$ cat src/rtl/thor2022_irq_pic.sv
// Programmable interrupt controller: up to 32 prioritised edge/level sources,
// a memory-mapped register file and an IDLE/ASSERT/INSERVICE handshake with the CPU.
module thor2022_irq_pic #(
    parameter int unsigned NSRC = 32
) (
    input  logic        clk_i,
    input  logic        rst_i,
    input  logic        cs_i,
    input  logic        cyc_i,
    input  logic        stb_i,
    input  logic        we_i,
    input  logic [9:0]  adr_i,
    input  logic [63:0] dat_i,
    output logic [63:0] dat_o,
    output logic        ack_o,
    input  logic [31:0] irq_i,
    output logic        irq_o,
    output logic [4:0]  cause_o,
    output logic [2:0]  level_o,
    input  logic        iack_i
);

    // Bits at or above NSRC do not exist and always read 0.
    localparam logic [31:0] SrcMask = 32'((64'd1 << NSRC) - 64'd1);

    typedef enum logic [1:0] {
        StIdle,
        StAssert,
        StInService
    } state_e;

    // Bus decode
    logic        cs;
    logic        wr;
    logic        rd;
    logic [6:0]  widx;
    logic        wr_en;
    logic        wr_edge;
    logic        wr_pend;
    logic        wr_eoi;
    logic        wr_thr;
    logic        wr_pri;

    // Register file and source state
    logic [31:0] enable_q;
    logic [31:0] enable_d;
    logic [31:0] edge_mask_q;
    logic [31:0] edge_mask_d;
    logic [31:0] pend_edge_q;
    logic [31:0] pend_edge_d;
    logic [31:0] irq_q;
    logic [2:0]  threshold_q;
    logic [2:0]  pri_q [NSRC];

    logic [31:0] edge_det;
    logic [31:0] w1c;
    logic [31:0] iack_clr;
    logic [31:0] pending;

    // Candidate selection
    logic        best_valid;
    logic [4:0]  best_id;
    logic [2:0]  best_pri;
    logic        cand_valid_q;
    logic [4:0]  cand_id_q;
    logic [2:0]  cand_pri_q;

    // Handshake FSM
    state_e      state_q;
    state_e      state_d;
    logic [4:0]  cause_q;
    logic [4:0]  cause_d;
    logic [2:0]  level_q;
    logic [2:0]  level_d;
    logic [4:0]  is_id_q;
    logic [4:0]  is_id_d;
    logic [2:0]  is_pri_q;
    logic [2:0]  is_pri_d;

    // Read path
    logic [8:0]  status;
    logic [31:0] rd_data;
    logic [31:0] dat_q;
    logic        rd_ack_q;

    logic        unused_bits;
    assign unused_bits = ^{dat_i[63:32], adr_i[2:0]};

    assign cs      = cs_i & cyc_i & stb_i;
    assign wr      = cs & we_i;
    assign rd      = cs & ~we_i;
    assign widx    = adr_i[9:3];
    assign wr_en   = wr && (widx == 7'd0);
    assign wr_edge = wr && (widx == 7'd1);
    assign wr_pend = wr && (widx == 7'd2);
    assign wr_eoi  = wr && (widx == 7'd3);
    assign wr_thr  = wr && (widx == 7'd4);
    assign wr_pri  = wr && (widx[6:5] == 2'b01);

    assign enable_d    = wr_en ? (dat_i[31:0] & SrcMask) : enable_q;
    assign edge_mask_d = wr_edge ? (dat_i[31:0] & SrcMask) : edge_mask_q;

    assign edge_det = irq_i & ~irq_q & SrcMask;
    assign w1c      = wr_pend ? dat_i[31:0] : 32'd0;
    assign iack_clr = (state_q == StAssert && iack_i) ? (32'd1 << cause_q) : 32'd0;

    // A fresh edge overrides any clear in the same cycle; disabling or
    // switching a source to level mode drops its latched request at once.
    assign pend_edge_d = ((pend_edge_q & ~w1c & ~iack_clr) | edge_det) & enable_d & edge_mask_d;

    assign pending = (edge_mask_q & pend_edge_q) | (~edge_mask_q & irq_q & enable_q);

    assign status  = (state_q == StInService) ? {1'b1, is_pri_q, is_id_q} : 9'd0;
    assign irq_o   = (state_q == StAssert);
    assign cause_o = cause_q;
    assign level_o = level_q;
    assign ack_o   = wr | rd_ack_q;
    assign dat_o   = {32'd0, dat_q};

    // Register read multiplexer
    always_comb begin
        rd_data = 32'd0;
        case (widx)
            7'd0: rd_data = enable_q;
            7'd1: rd_data = edge_mask_q;
            7'd2: rd_data = pending;
            7'd3: rd_data[8:0] = status;
            7'd4: rd_data[2:0] = threshold_q;
            default: begin
                if (widx[6:5] == 2'b01 && 32'(widx[4:0]) < NSRC) begin
                    rd_data[2:0] = pri_q[widx[4:0]];
                end
            end
        endcase
    end

    // Highest qualifying priority wins; scanning downward with >= leaves the lowest id on ties
    always_comb begin
        best_valid = 1'b0;
        best_id    = 5'd0;
        best_pri   = 3'd0;
        for (int n = int'(NSRC) - 1; n >= 0; n--) begin
            if (pending[n] && (pri_q[n] > threshold_q) &&
                (!best_valid || (pri_q[n] >= best_pri))) begin
                best_valid = 1'b1;
                best_id    = 5'(n);
                best_pri   = pri_q[n];
            end
        end
    end

    // Bus acknowledge and registered read data
    always_ff @(posedge clk_i) begin
        if (rst_i) begin
            rd_ack_q <= 1'b0;
            dat_q    <= 32'd0;
        end else begin
            rd_ack_q <= rd;
            dat_q    <= rd ? rd_data : 32'd0;
        end
    end

    // Mask, threshold, pending and input sampling registers
    always_ff @(posedge clk_i) begin
        if (rst_i) begin
            enable_q    <= 32'd0;
            edge_mask_q <= 32'd0;
            pend_edge_q <= 32'd0;
            irq_q       <= 32'd0;
            threshold_q <= 3'd0;
        end else begin
            enable_q    <= enable_d;
            edge_mask_q <= edge_mask_d;
            pend_edge_q <= pend_edge_d;
            irq_q       <= irq_i & SrcMask;
            if (wr_thr) begin
                threshold_q <= dat_i[2:0];
            end
        end
    end

    // Per-source priority registers
    always_ff @(posedge clk_i) begin
        for (int n = 0; n < int'(NSRC); n++) begin
            if (rst_i) begin
                pri_q[n] <= 3'd0;
            end else if (wr_pri && widx[4:0] == 5'(n)) begin
                pri_q[n] <= dat_i[2:0];
            end
        end
    end

    // Registered candidate
    always_ff @(posedge clk_i) begin
        if (rst_i) begin
            cand_valid_q <= 1'b0;
            cand_id_q    <= 5'd0;
            cand_pri_q   <= 3'd0;
        end else begin
            cand_valid_q <= best_valid;
            cand_id_q    <= best_id;
            cand_pri_q   <= best_pri;
        end
    end

    // Handshake next-state: assert, acknowledge into service, end of interrupt
    always_comb begin
        state_d  = state_q;
        cause_d  = cause_q;
        level_d  = level_q;
        is_id_d  = is_id_q;
        is_pri_d = is_pri_q;
        case (state_q)
            StIdle: begin
                if (cand_valid_q) begin
                    state_d = StAssert;
                    cause_d = cand_id_q;
                    level_d = cand_pri_q;
                end
            end
            StAssert: begin
                if (iack_i) begin
                    state_d  = StInService;
                    is_id_d  = cause_q;
                    is_pri_d = level_q;
                end else if (!cand_valid_q) begin
                    state_d = StIdle;
                end else begin
                    cause_d = cand_id_q;
                    level_d = cand_pri_q;
                end
            end
            StInService: begin
                if (wr_eoi) begin
                    state_d = StIdle;
                end
            end
            default: state_d = StIdle;
        endcase
    end

    // Handshake state register
    always_ff @(posedge clk_i) begin
        if (rst_i) begin
            state_q  <= StIdle;
            cause_q  <= 5'd0;
            level_q  <= 3'd0;
            is_id_q  <= 5'd0;
            is_pri_q <= 3'd0;
        end else begin
            state_q  <= state_d;
            cause_q  <= cause_d;
            level_q  <= level_d;
            is_id_q  <= is_id_d;
            is_pri_q <= is_pri_d;
        end
    end

endmodule
$ cat config.mk
export PLATFORM = sky130hd
export DESIGN_NAME = thor2022_irq_pic
export DESIGN_NICKNAME = d
export VERILOG_FILES = /design/src/rtl/thor2022_irq_pic.sv
export SDC_FILE = /design/constraint.sdc
export NUM_CORES = 1
export LEC_CHECK = 0
export CAP_MARGIN = 10
export CORE_AREA = 2 2 200 202
export DETAILED_ROUTE_END_ITERATION = 7
export DIE_AREA = 0 0 202 204
export PLACE_DENSITY = 0.66
export SYNTH_ARGS = -nofsm -noshare
export SYNTH_HDL_FRONTEND = slang
export SYNTH_SLANG_ARGS = --single-unit
$ cat constraint.sdc
create_clock -name clk_i -period 79.4 [get_ports clk_i]
set_clock_uncertainty 0.15 [all_clocks]
set_input_delay 19.85 -clock clk_i [delete_from_list [all_inputs] [get_ports clk_i]]
set_output_delay 19.85 -clock clk_i [all_outputs]
set_load 0.02 [all_outputs]
After elaboration in Yosys (flattened, before gate mapping)
Memories as Yosys holds them, arrays and structs flattened.
Cells that the tools add are included.
Word-level totals
  output and inout port bits: 74
  bits in registers: 191
  RAM bits: 96
  memories: 1
Operators by class
  magnitude comparators: 63
  reductions and logical operators: 177
  eq/ne operators: 42
  shift-type cells: 1
  mux-type cells: 245
  bitwise logic cells: 53
Memories
  pri_q: words 32, width 3, read ports 33, clocked after Yosys merged registers in 0, write ports 32, RTL line 53  | logic [2:0] pri_q [NSRC];
Operator list (count)
  bitwise AND 32 bit: 8
  two-way mux 3 bit: 71
  two-way mux 1 bit: 131
  two-way mux 32 bit: 4
  NOT 32 bit: 4
  logical AND 1 bit: 102
  > comparator 3 bit: 32
  >= comparator 3 bit: 31
  two-way mux 5 bit: 18
  equality test 5 bit, second input constant: 16
  one-hot mux 23 bit (3 select lines): 1
  bitwise OR 32 bit: 2
  equality test 5 x 4 -> 1 bit, second input constant: 8
  bitwise OR 1 bit: 33
  two-way mux 4 bit: 8
  << shifter 1 x 5 -> 32 bit, first input constant: 1
  logical NOT 1 bit: 31
  logical OR 1 bit: 31
  one-hot mux 6 bit (4 select lines): 1
  equality test 5 x 3 -> 1 bit, second input constant: 4
  OR reduction 17 bit: 1
  one-hot mux 3 bit (5 select lines): 1
  equality test 7 x 2 -> 1 bit, second input constant: 2
  two-way mux 2 bit: 6
  other kinds (24): 34

Depth between registers and ports, before layout
Gate-level depths: netlist (run 1).
  depth after elaboration: 130
  gate-level depth with buffers: 232
  gate-level depth less buffers: 227

Worst setup path after synthesis (run 1)
Ideal clock, no wire load.
  kind: register to register
  start point: reg threshold_q[0]
  end point: reg cand_id_q[4]
  buffers on the path: 5
  arrival time: 42.807 ns
  period minus slack after synthesis: 43.035 ns
  slack: 36.365 ns
  library setup time: 0.078 ns
  stages on the path, launching flop included: 221
  cell sequence: dfxtp_1 ha_1 a32o_2 nor2_1 nand2_1 ha_1 a21oi_1 o21ai_0 o311a_1 a22oi_1 ha_1 a21oi_1 o21ai_0 o21ai_2 mux2_2 ha_1 nand2b_1 a21o_1 [... 185 more ...] inv_1 o31a_1 nor2b_1 ha_1 nand2b_1 a21oi_1 nor2b_1 o31a_1 buf_1 a22o_1 ha_1 nand2b_1 a21oi_1 nor2b_1 o31ai_1 nor3b_1 nand3_1 nor3_1
Between the ends
  longest elaborated chain between the ends: 127
  elaborated cells between the ends (all ways): 267
RTL lines
  start, declared: RTL line 52  | logic [2:0] threshold_q;
  start signal, assigned: RTL line 177  | threshold_q <= dat_i[2:0];
  > comparator 3 bit: RTL line 143  | if (pending[n] && (pri_q[n] > threshold_q) &&
  logical AND 1 bit: RTL line 143
  two-way mux 3 bit or two-way mux 1 bit (tied branches): RTL line 143
  >= comparator 3 bit or logical NOT 1 bit (tied branches): RTL line 144  | (!best_valid || (pri_q[n] >= best_pri))) begin
  logical OR 1 bit: RTL line 144
  logical AND 1 bit: RTL line 143
  two-way mux 3 bit or two-way mux 1 bit (tied branches): RTL line 143
  >= comparator 3 bit or logical NOT 1 bit (tied branches): RTL line 144
  [... 111 more ...]
  >= comparator 3 bit or logical NOT 1 bit (tied branches): RTL line 144
  logical OR 1 bit: RTL line 144
  logical AND 1 bit: RTL line 143
  two-way mux 3 bit or two-way mux 1 bit (tied branches): RTL line 143
  >= comparator 3 bit or logical NOT 1 bit (tied branches): RTL line 144
  logical OR 1 bit: RTL line 144
  logical AND 1 bit: RTL line 143
  OR reduction 17 bit (no source line)
  end signal, assigned: RTL line 201  | cand_id_q <= best_id;
  end, declared: RTL line 65  | logic [4:0] cand_id_q;
Several ways; a longest one is shown, not always the timed one.
A chain may end at the register's enable or synchronous reset.

Worst setup path in the final report (run 1)
  start point: reg threshold_q[2]
  end point: reg cand_id_q[4]
The elaborated chain is that of the path after synthesis.

==> results of run 1 <==
==> cells in the mapped netlist (5+ instances only) <==
master	n
a211oi_1	12
a21boi_0	7
a21o_1	34
a21oi_1	116
a221oi_1	11
a22o_1	7
a22oi_1	57
a311oi_1	11
a311oi_2	5
a31oi_1	17
a41o_1	5
and2_1	27
and3_1	16
buf_1	6
buf_4	33
clkbuf_1	62
dfxtp_1	191
edfxtp_1	96
ha_1	167
inv_1	90
mux2_2	13
mux2i_1	90
mux4_2	30
nand2_1	174
nand2b_1	46
nand3_1	57
nand4_1	7
nor2_1	268
nor2b_1	109
nor3_1	21
nor4_1	36
o211a_1	15
o211ai_1	18
o21a_1	24
o21ai_0	79
o21ai_1	8
o21bai_1	37
o221ai_1	5
o22ai_1	7
o311ai_0	8
o31a_1	7
or2_2	7
or3_1	11
==> metrics by stage <==
step                utilization, %  instances  cell area, um^2  hold WS, ns
floorplan                        -       2165            19300        0.286
CTS                           55.9       2779            21900        0.314
finish                        55.9       2779            21900        0.311
detailed placement            53.0       2718            20800        0.298
global route                  55.9       2779            21900        0.332
global placement              53.0       2718            20800        0.295
==> critical path: cells and delay by family (launching register included) <==
family | cells | cell delay, ns
multiplexers | 10 | 3.97
buffers and inverters | 7 | 0.69
AO/OA/AOI/OAI | 90 | 22.53
AND/OR/NAND/NOR | 77 | 12.60
adder cells (fa/ha/maj) | 34 | 9.29
flip-flops | 1 | 0.37
==> path summary, 6_finish.rpt <==
path / startpoint / to / slack (ns) / depth (start not counted)
hold / removal: cand_id_q[3] / cause_o[3] / 0.31 / 2
setup / recovery: threshold_q[2] / cand_id_q[4] / 29.59 / 218
setup reg to reg: threshold_q[2] / cand_id_q[4] / 29.59 / 218
hold reg to reg: cand_id_q[3] / cause_o[3] / 0.31 / 2
==> kinds of logic (layout without fill, tap and decap cells) <==
group	Yosys count	in the layout	synth area share (%)
AND/OR/NAND/NOR	800	800	20.2
buffers and inverters	194	283	4.52
adder cells (fa/ha/maj)	170	170	11.0
other	1	32	0.0195
flip-flops	287	287	34.9
multiplexers	135	135	9.10
AO/OA/AOI/OAI	547	547	20.3
==> power groups by stage <==
stage               logic (W)  clock network [W]  registers [W]
finish              0.0000285           0.000156       0.000159
floorplan           0.0000194                  0       0.000160
global route        0.0000314           0.000163       0.000160
detailed placement  0.0000279                  0       0.000162
global placement    0.0000270                  0       0.000162
CTS                 0.0000282           0.000158       0.000159
==> metal layers <==
| metal | GRT usage [%] | wire (um) | up-vias |
|---|---|---|---|
| met2 | 45.4 | 26400 | 730 |
| met1 | 38.3 | 26000 | 8300 |
| li1 | - | - | 8023 |
| met3 | 4.82 | 4610 | 116 |
| met4 | 10.5 | 1840 | 4 |
| met5 | 0 | 30 | - |
==> flip-flops by register name, summed over array words and instances, names as in the netlist <==
signal,flops
pri_q,96
dat_q,32
edge_mask_q,32
enable_q,32
irq_q,32
pend_edge_q,32
cand_id_q,5
cause_o,5
is_id_q,5
cand_pri_q,3
is_pri_q,3
level_o,3
threshold_q,3
state_q,2
cand_valid_q,1
rd_ack_q,1
==> layout by cell type (no fill, tap or decap), types with 12 or more instances in the layout <==
master / count
mux2i_1: 90
conb_1: 32
nand2_1: 174
and3_1: 16
edfxtp_1: 96
o21a_1: 24
ha_1: 167
and2_1: 27
o21ai_0: 79
a21oi_1: 116
mux2_2: 13
nand2b_1: 46
o21bai_1: 37
a22oi_1: 57
nor4_1: 36
clkbuf_16: 36
dfxtp_1: 191
o211a_1: 15
inv_1: 90
a211oi_1: 12
nor2b_1: 109
a31oi_1: 17
nor2_1: 264
a21o_1: 34
nand3_1: 57
mux4_2: 30
nor3_1: 19
clkdlybuf4s50_1: 117
o211ai_1: 18
buf_4: 13
==> final cells by class <==
cell class,instances,share of cell area [%]
Clock buffer,47,4.49
Clock inverter,14,0.594
Inverter,90,1.54
Multi-Input combinational cell,1684,53.9
Sequential cell,287,30.6
Tap cell,525,3.00
Timing Repair Buffer,132,5.87
==> metrics.txt, run 1 <==
area of the multi-input gates=11800 um^2; post-synth top area share=19.9%; Switch Pwr=0.0000846 W; synthesis-to-finish area growth=13.9%; post-route minimum period=49.81 ns; hold crit path type=flip-flop to flip-flop; antenna violations before repair=2; number of DRC markers in iteration 0=1682; max_cap viols=0; status=finished, final reports clean; DIE AREA=41200 um^2; Max Transition Viols Final=0; synthesized area=19200 um^2; grt ovf=0; final setup margin=29.59 ns; Antenna diodes=0; routability cong.=0.959; Max Clock Freq=20.1 MHz; Distinct cells, synth=97; initial core utilization=49.1%; total number of H-tree levels=2; CTS clk-pin slew, worst paths=0.06 ns; # setup viols final=0; Most Frequent Cell on Critical Path=ha_1; Worst EP required=79.67 ns; drt pass-1 iters=6; switching fraction of total power=24.6%; FF+latch area=6710 um^2; register area share after synthesis=34.9%; Vias=17200; async set-or-reset flop fraction in the synthesized netlist=0%; clock root buffer=clkbuf_16; overall power=0.000343 W; Post-synth EDFFs=96; Synth Warn #=0; top post-synthesis cells by area=dfxtp_1, edfxtp_1, ha_1; wire length of the first global-routing pass=91.5 mm; Post-Syn Instances=2134; Antenna Nets Post-Route=0; CTS tree=done; post_cts resized=0; top_reg_cell synth=dfxtp_1; Final Hold Viols=0; critical path class=flip-flop to flip-flop; pre-CTS setup slack=30.63 ns; fin crit share=62.7%; Clk pwr share=45.3%; CP max stage delay=0.77 ns; CP max-delay cell=o31ai_1; clk buf depth=3; routed wire length=58.9 mm; # rows=73; Slew headroom=19.8%; RSZ-0062 raised after global routing=false; Die Y=204 um; largest net degree at the start of global routing=90; pwr dens=15.7 nW/um^2; drt drc=0; Internal=0.000259 W; Post CTS Setup Buffer Count=0; register share of total power=46.4%; Wirelength per Cell=21.2 um; Comb power frac=8.3%; worst vdd ir=0.0000108 V; Arr. time, crit path=50.08 ns; Final nets=2509; leakage=8.18 nW; Critical Path Sink Type=flip-flop; vias in the first global route=16500; total track usage=28.3%; I/O Buffers=119; Final TNS setup=0 ns; Slew @ Worst Pin=1.19 ns; CP max FO=10; die width=202 um; largest area contributor in the netlist=dfxtp_1; CTS buffer count=34; CTS Sinks=287; core area=39200 um^2; dpl hpwl=42.9 mm; vias per inst=6.18; share of cells above drive strength 1=7.23%; Ports=187; Setup crit start kind=flip-flop; #FFs+latches synth=287; hold_buf cts=0; clock latency on the worst-skew pair=0.55 ns; Avg Cell Area, Syn=9.01 um^2; fillers=3452
Power figures use the tool's default switching activity.
==> run 2, diff against run 1 <==
PLACE_DENSITY = 0.69   (was 0.66)
clock period = 45.3 ns   (was 79.4 ns; I/O delays follow)
==> metrics.txt, run 2 (synthesis results as in run 1) <==
fin crit share=94.9%; core area=39200 um^2; Final Hold Viols=0; setup slack on the worst flop-to-flop path=2.29 ns; Final TNS setup=0 ns; dpl hpwl=42.7 mm; drt drc=0; Internal=0.000451 W; Comb power frac=8.6%; synthesis-to-finish area growth=18.8%; Critical Path Sink Type=flip-flop; overall power=0.000598 W; pwr dens=26.2 nW/um^2; switching fraction of total power=24.6%; leakage=8.66 nW; share of cells above drive strength 1=13.1%; worst vdd ir=0.0000264 V; commonest non-fill, non-tap cells in the layout=nor2_1, dfxtp_1, nand2_1; Reg2Reg Depth=224; CTS clk-pin slew, worst paths=0.06 ns; Largest Register=pri_q; Worst EP required=45.63 ns; max_cap viols=0; # rows=73; grt ovf=0; Worst Setup EP=cand_id_q[3]; wire length of the first global-routing pass=91.4 mm; CP max-delay cell=edfxtp_1; routability cong.=0.941; routed wire length=59.3 mm; utilization after layout=58.3%; Largest register FFs=96; cell area after layout=22800 um^2; CTS tree=done; DIE AREA=41200 um^2; Final nets=2595; total number of H-tree levels=1; Vias=17500; initial core utilization=49.1%; clock root buffer=clkbuf_16; worst flop-to-flop path endpoint=cand_id_q[3]; CTS buffer count=31; Max Clock Freq=23.3 MHz; Top Metal Used=met4; hold_buf cts=0; Max Transition Viols Final=0; largest net degree at the start of global routing=107; clk buf depth=3; vias in the first global route=16800; Antenna diodes=0; worst flop-to-flop path startpoint=pri_q[31][2]; Placed Instance Area=21300 um^2; met1 WL=25.5 mm; hold crit path type=flip-flop to flip-flop; WL met2=27.4 mm; die width=202 um; vias per inst=6.11; Die Y=204 um; Arr. time, crit path=43.34 ns; CP max stage delay=0.53 ns; clock latency on the worst-skew pair=0.59 ns; drt pass-1 iters=5; Wirelength per Cell=20.7 um; fillers=3367; met3 WL=4.82 mm; Clk pwr share=44.6%; Most Frequent Cell on Critical Path=ha_1; most common cell after layout, fill and taps aside=nor2_1; CTS Sinks=287; post-route minimum period=43.01 ns; number of DRC markers in iteration 0=1421; CP max FO=8; Critical Path Start=pri_q[31][2]; antenna violations before repair=0; I/O Buffers=119; Ports=187; Setup crit start kind=flip-flop; status=finished, final reports clean; Slew @ Worst Pin=1.16 ns; Antenna Nets Post-Route=0; # setup viols final=0; total track usage=27.9%; Slew headroom=22.3%; register share of total power=46.7%; Switch Pwr=0.000147 W; critical path class=flip-flop to flip-flop
run 2: cell types whose count changed in the layout (fill, tap and decap cells not counted), sizes merged:
cell      before  now
inv           92   93
buf           15  104
clkinv         8   13
clkinvlp       3    2
clkbuf        47   36
bufinv         1    4
run 2: power by group through the flow:
stage                     registers (W)  clock network [W]  logic (W)
after floorplan                0.000281                  0  0.0000340
after global placement         0.000285                  0  0.0000476
after detailed placement       0.000285                  0  0.0000493
after CTS                      0.000279           0.000269  0.0000498
after global routing           0.000280           0.000279  0.0000566
final                          0.000279           0.000267  0.0000516
run 2: how the worst min path moves through the flow:
stage | from | end | slack (ns) | cells after the start
finish | cand_pri_q[0] | level_o[0] | 0.31 | 2
global route | is_id_q[0] | is_id_q[0] | 0.34 | 2
CTS | is_id_q[0] | is_id_q[0] | 0.31 | 2
detailed placement | cand_pri_q[0] | level_o[0] | 0.30 | 2
global placement | cand_id_q[4] | cause_o[4] | 0.29 | 2
floorplan | is_id_q[0] | is_id_q[0] | 0.29 | 2
run 2: critical path: cells and delay by family, from the launching register on:
| kind | cells | cell delay [ns] |
|---|---|---|
| flops | 1 | 0.53 |
| simple gates | 78 | 11.00 |
| buf+inv | 13 | 1.58 |
| compound gates | 89 | 17.24 |
| fa+ha+maj | 35 | 9.14 |
| mux | 9 | 3.18 |
run 2: through the flow:
stage,setup WS [ns],instances,hold WS [ns]
after global routing,-0.150,2865,0.341
after detailed placement,-0.0130,2786,0.303
final,2.29,2865,0.312
after global placement,0.755,2786,0.290
after CTS,0.00641,2844,0.314
after floorplan,2.27,2165,0.286
run 2: cell type report:
cell class / instances / area (um^2) / area share [%]
multi-input cells: 1684 / 12100 / 53.0
flip-flops and latches: 287 / 6710 / 29.4
well taps: 525 / 657 / 2.88
inverters: 90 / 338 / 1.48
clock inverters: 22 / 243 / 1.06
repair buffers: 221 / 1950 / 8.55
clock buffers: 36 / 836 / 3.66
run 2: what timing repair did:
action                     CTS  global route
setup endpoints to repair    6             8
pin swaps                    0            30
buffers inserted             0            21
resized for setup            3            76
run 2: metal layers:
| metal | vias up | global-route usage [%] |
|---|---|---|
| met2 | 761 | 46.0 |
| met3 | 103 | 4.61 |
| met5 | - | 0 |
| met1 | 8470 | 37.5 |
| li1 | 8164 | - |
| met4 | 0 | 8.88 |
==> run 3, diff against run 2 <==
CORE_AREA = 2 2 257 259   (was 2 2 200 202)
DIE_AREA = 0 0 259 261   (was 0 0 202 204)
HOLD_SLACK_MARGIN = 0.1   (was unset)
PLACE_DENSITY = 0.45   (was 0.69)
==> metrics.txt, run 3 (synthesis results as in run 1) <==
antenna violations before repair=4; Switch Pwr=0.000155 W; die width=259 um; critical path class=flip-flop to flip-flop; initial core utilization=29.6%; WL met2=31.0 mm; CP max-delay cell=edfxtp_1; leakage=8.78 nW; Internal=0.000489 W; CP max FO=7; final setup margin=2.58 ns; Max Clock Freq=23.4 MHz; Final Hold Viols=0; status=finished, final reports clean; CTS Sinks=287; register share of total power=43.5%; Worst EP required=45.64 ns; Largest Register=pri_q; CTS clk-pin slew, worst paths=0.06 ns; met1 WL=30.7 mm; I/O Buffers=119; Top Metal Used=met5; drt drc=0; vias per inst=5.31; Slew @ Worst Pin=1.21 ns; synthesis-to-finish area growth=21.9%; total track usage=19.1%; dpl hpwl=49.0 mm; CTS tree=done; Slew headroom=18.2%; worst vdd ir=0.0000180 V; Setup crit start kind=flip-flop; pre-CTS setup slack=0.785 ns; met3 WL=3.21 mm; fillers=6559; switching fraction of total power=24.0%; core area=65000 um^2; # setup viols final=0; most common cell after layout, fill and taps aside=nor2_1; CP Buf/Inv Count=13; routed wire length=66.3 mm; grt ovf=0; drt pass-1 iters=5; largest net degree at the start of global routing=115; fin crit share=94.3%; Crit path max-delay family=compound AO/OA/AOI/OAI gates; Clk pwr share=48.5%; Comb power frac=8.0%; commonest non-fill, non-tap cells in the layout=nor2_1, dfxtp_1, nand2_1; DIE AREA=67600 um^2; hold crit path type=flip-flop to flip-flop; Final nets=2610; post-route minimum period=42.72 ns; Antenna Nets Post-Route=0; # rows=94; Most Frequent Cell on Critical Path=ha_1; wire length of the first global-routing pass=99.7 mm; Max Transition Viols Final=0; Die Y=261 um; vias in the first global route=16500; hold_buf cts=0; utilization after layout=36.0%; share of cells above drive strength 1=13.2%; Critical Path Sink Type=flip-flop; routability cong.=0.902; pwr dens=27.5 nW/um^2; CTS buffer count=36; clock latency on the worst-skew pair=0.56 ns; Largest register FFs=96; Ports=187; CP max stage delay=0.48 ns; Arr. time, crit path=43.06 ns; number of DRC markers in iteration 0=1253; Wirelength per Cell=20.6 um; total number of H-tree levels=2; Final TNS setup=0 ns; max_cap viols=0; Antenna diodes=0; clk buf depth=3; clock root buffer=clkbuf_16; Vias=17100
## run 3: cell types whose count changed in the layout (fill, tap and decap cells not counted), sizes merged
cell	delta
clkinvlp	+1
clkbuf	+12
bufinv	+2
inv	-1
clkdlybuf4s50	-1
buf	+11
clkinv	-8
## run 3: final cells by class
type,instances,area (um^2),area share [%]
multi-input combinational,1684,12000,51.2
sequential,287,6710,28.6
timing repair buffer,231,2020,8.63
tap,864,1080,4.61
clock buffer,48,1020,4.36
inverter,90,338,1.44
clock inverter,16,260,1.11
## run 3: power by group through the flow
stage / clock, W / sequential [W] / combinational [W]
6_report: 0.000312 / 0.000280 / 0.0000514
5_1_grt: 0.000329 / 0.000280 / 0.0000568
4_1_cts: 0.000320 / 0.000280 / 0.0000509
3_5_place_dp: 0 / 0.000285 / 0.0000505
3_3_place_gp: 0 / 0.000285 / 0.0000493
2_1_floorplan: 0 / 0.000281 / 0.0000340
## run 3: metal layers
metal  GRT usage [%]  up-vias
li1                -     8200
met1            26.0     8311
met2            32.0      481
met3            2.51       90
met4            4.91        2
met5               0        -
## run 3: path summary, 6_finish.rpt
path / from / end / slack [ns] / cells past startpoint
hold / removal: cand_pri_q[1] / level_o[1] / 0.31 / 2
setup / recovery: pri_q[31][2] / cand_id_q[4] / 2.58 / 223
setup reg to reg: pri_q[31][2] / cand_id_q[4] / 2.58 / 223
hold reg to reg: cand_pri_q[1] / level_o[1] / 0.31 / 2
## run 3: per-stage QoR
step	cell area (um^2)	instances	hold slack, ns	total power [W]
global route	23400	3220	0.344	0.000666
finish	23400	3220	0.313	0.000644
floorplan	19300	2165	0.286	0.000315
detailed placement	21900	3145	0.306	0.000336
CTS	23100	3209	0.316	0.000650
global placement	21900	3145	0.296	0.000334
## run 3: repair_timing
item,in CTS,in global routing
setup buffers,0,11
gates resized for setup,0,60
setup endpoints to repair,0,8
## run 3: worst reg2reg max path: cells and delay by family (launching register included)
| family | cells | cell delay, ns |
|---|---|---|
| fa+ha+maj | 35 | 9.42 |
| flops | 1 | 0.48 |
| mux | 8 | 2.74 |
| compound gates | 88 | 16.76 |
| buf+inv | 13 | 1.54 |
| simple gates | 79 | 11.63 |
